`src/rtl/firebird7_in_gate1_tessent_tdr_w19.sv`:
```
// IJTAG test data register: select bit plus WIDTH-bit data field.
// Capture/shift/update on ijtag_tck. A sticky flag records any update that
// followed a shift count other than the chain length.
module firebird7_in_gate1_tessent_tdr_w19 #(
    parameter int unsigned WIDTH        = 19,
    parameter logic        SELECT_RESET = 1'b0
) (
    input  logic             ijtag_tck,
    input  logic             ijtag_reset,
    input  logic             ijtag_sel,
    input  logic             ijtag_ce,
    input  logic             ijtag_se,
    input  logic             ijtag_ue,
    input  logic             ijtag_si,
    output logic             ijtag_so,
    input  logic [WIDTH-1:0] capture_data_in,
    output logic [WIDTH-1:0] ijtag_data_in,
    output logic             ijtag_select,
    output logic             length_err
);

    localparam int unsigned CNT_W = 6;
    localparam logic [CNT_W-1:0] CNT_MAX   = '1;
    localparam logic [CNT_W-1:0] CHAIN_LEN = CNT_W'(WIDTH + 1);

    logic [WIDTH:0]   sr;
    logic [WIDTH:0]   ur;
    logic [CNT_W-1:0] cnt;
    logic             err_q;

    logic capture_en;
    logic shift_en;
    logic update_en;

    // Operation decode; capture takes priority over shift.
    assign capture_en = ijtag_sel & ijtag_ce;
    assign shift_en   = ijtag_sel & ijtag_se & ~ijtag_ce;
    assign update_en  = ijtag_sel & ijtag_ue;

    // Shift register: capture loads current select and observed data, shift moves toward bit 0.
    always_ff @(posedge ijtag_tck) begin
        if (ijtag_reset) begin
            sr <= '0;
        end else if (capture_en) begin
            sr <= {ur[WIDTH], capture_data_in};
        end else if (shift_en) begin
            sr <= {ijtag_si, sr[WIDTH:1]};
        end
    end

    // Update register: takes the pre-edge shift register contents, select and data together.
    always_ff @(posedge ijtag_tck) begin
        if (ijtag_reset) begin
            ur <= {SELECT_RESET, WIDTH'(0)};
        end else if (update_en) begin
            ur <= sr;
        end
    end

    // Saturating shift counter, restarted by capture.
    always_ff @(posedge ijtag_tck) begin
        if (ijtag_reset) begin
            cnt <= '0;
        end else if (capture_en) begin
            cnt <= '0;
        end else if (shift_en && (cnt != CNT_MAX)) begin
            cnt <= cnt + CNT_W'(1);
        end
    end

    // Sticky length error: set by an update after a wrong-length shift.
    always_ff @(posedge ijtag_tck) begin
        if (ijtag_reset) begin
            err_q <= 1'b0;
        end else if (update_en && (cnt != CHAIN_LEN)) begin
            err_q <= 1'b1;
        end
    end

    assign ijtag_so      = sr[0];
    assign ijtag_select  = ur[WIDTH];
    assign ijtag_data_in = ur[WIDTH-1:0];
    assign length_err    = err_q;

endmodule

```
`config.mk`:
```
export PLATFORM = sky130hd
export DESIGN_NAME = firebird7_in_gate1_tessent_tdr_w19
export DESIGN_NICKNAME = d
export VERILOG_FILES = /design/src/rtl/firebird7_in_gate1_tessent_tdr_w19.sv
export SDC_FILE = /design/constraint.sdc
export NUM_CORES = 1
export LEC_CHECK = 0
export BUFFER_PORTS_ARGS = -buffer_cell sky130_fd_sc_hd__buf_4
export CAP_MARGIN = 40
export CORE_AREA = 10 10 82 84
export CTS_BUF_LIST = sky130_fd_sc_hd__clkbuf_2
export CTS_CLUSTER_SIZE = 25
export DETAILED_ROUTE_END_ITERATION = 8
export DIE_AREA = 0 0 92 94
export GPL_ROUTABILITY_DRIVEN = 0
export HOLD_SLACK_MARGIN = 0.02
export PLACE_DENSITY_LB_ADDON = 0.2
export SYNTH_ARGS = -nofsm -noshare
export SYNTH_HDL_FRONTEND = slang
export SYNTH_SLANG_ARGS = --single-unit
```
`constraint.sdc`:
```
create_clock -name ijtag_tck -period 2.1 [get_ports ijtag_tck]
set_input_delay 0.42 -clock ijtag_tck [delete_from_list [all_inputs] [get_ports ijtag_tck]]
set_output_delay 0.42 -clock ijtag_tck [all_outputs]
set_load 0.05 [all_outputs]
```
Yosys cells after proc, flatten, opt, wreduce, memory -nomap -nowiden
Index checks and enable logic that the tools add are counted.
{ "op_classes": {"n_addsub": 1, "n_lt_le_gt_ge": 0, "mux": 2, "n_bitwise": 5, "eq_ne": 2, "n_mul": 0, "reduce_logical": 4, "div_mod_pow": 0, "shifts": 0} }
{ "op_table": {"columns": ["op", "n"], "rows": [
  ["$mux W20", 2],
  ["$add A6 B1 Y6 const B", 1],
  ["$ne A6 B5 Y1 const B", 1],
  ["$ne A6 B6 Y1 const B", 1],
  ["$and A1 B1 Y1", 4],
  ["$logic_and A1 B1 Y1", 2],
  ["$reduce_bool A2 Y1", 1],
  ["$reduce_or A2 Y1", 1],
  ["$not A1 Y1", 1]
]} }
{ "totals": {"out_inout_bits": 22, "elab_cells": 18, "mem_bits_ro": 0, "memories": 0, "latch_bits": 0, "in_bits": 26, "mem_bits_rw": 0, "register_bits": 47} }

Depth between registers and ports, before layout
{ "logic_depth": {"ltp_word": 4, "mapped_depth": 5, "depth_no_buf": 5} }

Worst setup path after synthesis
OpenSTA, ideal clock, no wires.
{ "synth_timing": {"kind": "input port to flip-flop", "startpoint": "in ijtag_se", "endpoint": "reg cnt[5]", "cell_stages": 4, "t_arrival_ns": 1.341, "n_path_buf": 1, "setup_time_ns": 0.116, "required_ns": 1.984, "setup_slack_ns": 0.643, "cell_sequence": "buf_2 -> nand3b_2 -> or4_1 -> o211a_1"} }
{ "synth_between": {"elab_chain_len": 3} }
{ "synth_rtl": {"columns": ["item", "line_no", "rtl"], "rows": [
  ["from (decl)", "12", "input logic ijtag_se,"],
  ["$and A1 B1 Y1 (2 in a row)", "37", "assign shift_en = ijtag_sel & ijtag_se & ~ijtag_ce;"],
  ["$logic_and A1 B1 Y1", "66", "end else if (shift_en && (cnt != CNT_MAX)) begin"],
  ["to (signal assigned)", "67", "cnt <= cnt + CNT_W'(1);"],
  ["to (decl)", "28", "logic [CNT_W-1:0] cnt;"]
]} }
No other way between the ends.
A chain may end at the register's enable or synchronous reset.

Worst setup path in the final report
{ "layout_timing": {"startpoint": "reg ur[19]", "endpoint": "out ijtag_select"} }
{ "layout_lines": {"columns": ["item", "line_no", "rtl"], "rows": [
  ["from (decl)", "27", "logic [WIDTH:0] ur;"],
  ["from (signal assigned)", "54", "ur <= {SELECT_RESET, WIDTH'(0)};"],
  ["from (signal assigned)", "56", "ur <= sr;"],
  ["to (decl)", "18", "output logic ijtag_select,"]
]} }
No word-level cell between the ends.

==> impl_results.md <==
- Routed wl met2: 2190 um
- Tcrit/Tclk final: 0.711
- Number of placed cells counting well taps: 355
- Detail-routed net length per standard cell: 13.1 um
- Largest net degree at the start of global routing: 35
- Number of input and output port buffers inserted: 47
- N_diodes: 0
- Outcome: complete, no violations
- IO Count: 48
- Final setup violating endpoints: 0
- Endpoint type of the worst setup path: primary output
- Final hold viol count: 0
- Non-Filler Instances: 362
- Distinct cell type count after synthesis: 29
- Final worst setup slack: 0.606 ns
- Startpoint type of the worst setup path: flop
- Initial antenna violation count: 0
- Number of flops mapped to enable cells by yosys: 0
- Clock root buffer: clkbuf_2
- Static Leakage: 0.968 nW
- Overall global routing resource usage: 0.110
- Power density relative to cell area: 689 nW/um^2
- Mean area per synthesized cell: 7.87 sq um
- Final slew viol count: 0
- Cell area after synthesis: 1980 sq um
- Post-place setup slack: 0.419 ns
- Via count: 1805
- Required arrival time at the worst endpoint: 1.68 ns
- Worst setup skew after layout: 0.0277 ns
- Width of the chip: 92 um
- Layout cell share with drive strength beyond 1: 0.209
- Final ANT Viol Nets: 0
- Growth of design area from synthesis to finish: 23.2%
- Top area cells in the synthesized netlist: dfxtp_1 47%, nand2_1 13%, a311oi_1 7.5%
- Sum of buffers and inverters on the critical path: 1
- Tmin final: 1.49 ns
- Number of cells upsized or downsized after cts: 0
- Cells along the critical path: buf_4
- Accumulated negative setup slack: 0 ns
- Classification of the worst setup path: reg2out
- CP Max Fanout: 3
- Estimated wirelength of the detail-placed design: 3320 um
- Routed met3 length: 337 um
- Cell family with the largest share of critical-path delay: flip-flops
- Longest Clk Path Bufs: 2
- Row count: 26
- Number of flip-flops and latches in the synthesized netlist: 47
- Number of clock buffers inserted by TritonCTS: 5
- Vertical extent of the die: 94 um
- Register-to-register setup slack: 0.68 ns
- Hold_buf cts: 0
- M1 wire length: 2200 um
- Yosys synthesis warning count: 0
- Initial core utilization: 0.391
- Worst-Margin Slew: 0.555 ns
- Detailed-routing iteration count for the pre-antenna-repair pass: 5
- Total clock sinks: 47
- Syn nets: 280
- Slew HR: 0.629
- Remaining global-route overflow: 0
- Top-area cell type share of the netlist area: 0.474
- Dominant cell by count in the synthesized netlist: nand2_1
- DRC violation count after routing: 0
- CP max stage cell: dfxtp_1
- Total setup buffers inserted after CTS: 0
- Dominant synthesized flop cell: dfxtp_1
- Gate count after technology mapping: 252
- CTS tree: yes
- Async set-reset flop share out of synthesis: 0
- Vias per std cell: 4.99
- RSZ-0062 raised after global routing: false
- Path class of the lowest-slack min-delay path: in2reg
- Count of routing violations after the opening detailed-route iteration: 93
- Top Layer Used: met4
- Deepest level of the CTS H-tree: 2
- Wire length of the first global-routing pass: 7870 um
- Maximum ir drop on the vdd rail: 236 uV
- Number of global-route vias before repair: 1700
- Die outline area: 8650 sq um
- Share of the yosys chip area belonging to registers: 0.474
- Clock insertion delay at the later pin of the skew report: 0.42 ns
- Max cap viols: 0
- Leading post-synthesis cells by instance count: 67 x nand2_1, 47 x dfxtp_1, 23 x a21oi_1, 23 x nor2_1, 19 x nand3_1
- Maximum cell stage delay along the critical path: 0.43 ns
- Leading area contributor after synthesis: dfxtp_1
- Clock-pin slew reported for the worst setup and hold paths after clock tree synthesis: 0.24 ns
- Core outline area: 5070 sq um
- Data arrival time of the worst path: 1.07 ns
- Maximum clock rate: 0.670 GHz
- Total routed wirelength: 4750 um
- Number of nets in the layout: 320
-- cells by family (layout without fill, tap and decap cells) --
| logic type | after synthesis | count (layout) | synth area share |
|---|---|---|---|
| AND/OR/NAND/NOR | 119 | 119 | 0.257 |
| flip-flops | 47 | 47 | 0.474 |
| adder cells (fa/ha/maj) | 2 | 2 | 0.0126 |
| multiplexers | 3 | 3 | 0.0151 |
| buffers and inverters | 27 | 67 | 0.0561 |
| AO/OA/AOI/OAI | 54 | 54 | 0.185 |
-- tightest hold or removal path: stages --
cell      delay (ns)
buf_4           0.11
nor2_1          0.09
a311oi_1        0.05
-- layout by cell type, fill, tap and decap left out, types with 3 or more instances in the layout --
cell type / Yosys / routed
nand3_1: 19 / 19
buf_4: 1 / 53
dfxtp_1: 47 / 47
a211oi_1: 4 / 4
a22o_1: 3 / 3
a21oi_1: 23 / 23
inv_1: 7 / 7
nor2_1: 23 / 23
nand2_1: 67 / 67
mux2i_1: 3 / 3
a311oi_1: 17 / 17
clkbuf_2: 0 / 6
-- per-layer routing --
layer / up-vias / global-route usage
met2: 43 / 0.178
met4: 0 / 0.0386
met3: 2 / 0.0448
met1: 811 / 0.128
li1: 949 / -
met5: - / 0
-- layout make-up --
cell class              count  area (sq um)
inverters                   7          26.3
multi-input cells         178           932
repair buffers             53           398
fillers                   546          2630
clock inverters             1          30.0
flip-flops and latches     47           941
well taps                  70          87.6
clock buffers               6          30.0
-- sequential cells by signal, summed over array words and instances, names as in the netlist --
register    flops
sr             20
ur             20
cnt             6
length_err      1
-- where the power goes --
group	total [mW]	internal [mW]	switching [mW]
Combinational	0.241	0.0937	0.147
Clock	0.481	0.200	0.280
Sequential	0.962	0.934	0.0279
Total	1.68	1.23	0.455
-- final timing paths --
kind                            from            to  cells past startpoint
setup / recovery              ur[19]  ijtag_select                      1
hold / removal    capture_data_in[8]         sr[8]                      3
setup reg to reg              cnt[0]        cnt[3]                      4
hold reg to reg               sr[19]        ur[19]                      2
-- stage by stage --
step / cell area (sq um) / utilization / hold slack (ns) / power [mW]
final: 2440 / 0.482 / 0.253 / 1.68
after global routing: 2440 / 0.482 / 0.215 / 1.77
after CTS: 2440 / 0.482 / 0.231 / 1.71
after detailed placement: 2380 / 0.470 / 0.439 / 1.22
after global placement: 2380 / 0.470 / 0.433 / 1.22
after floorplan: 1980 / - / 0.445 / 1.14
Note: power is estimated with default switching activity, not from simulation.
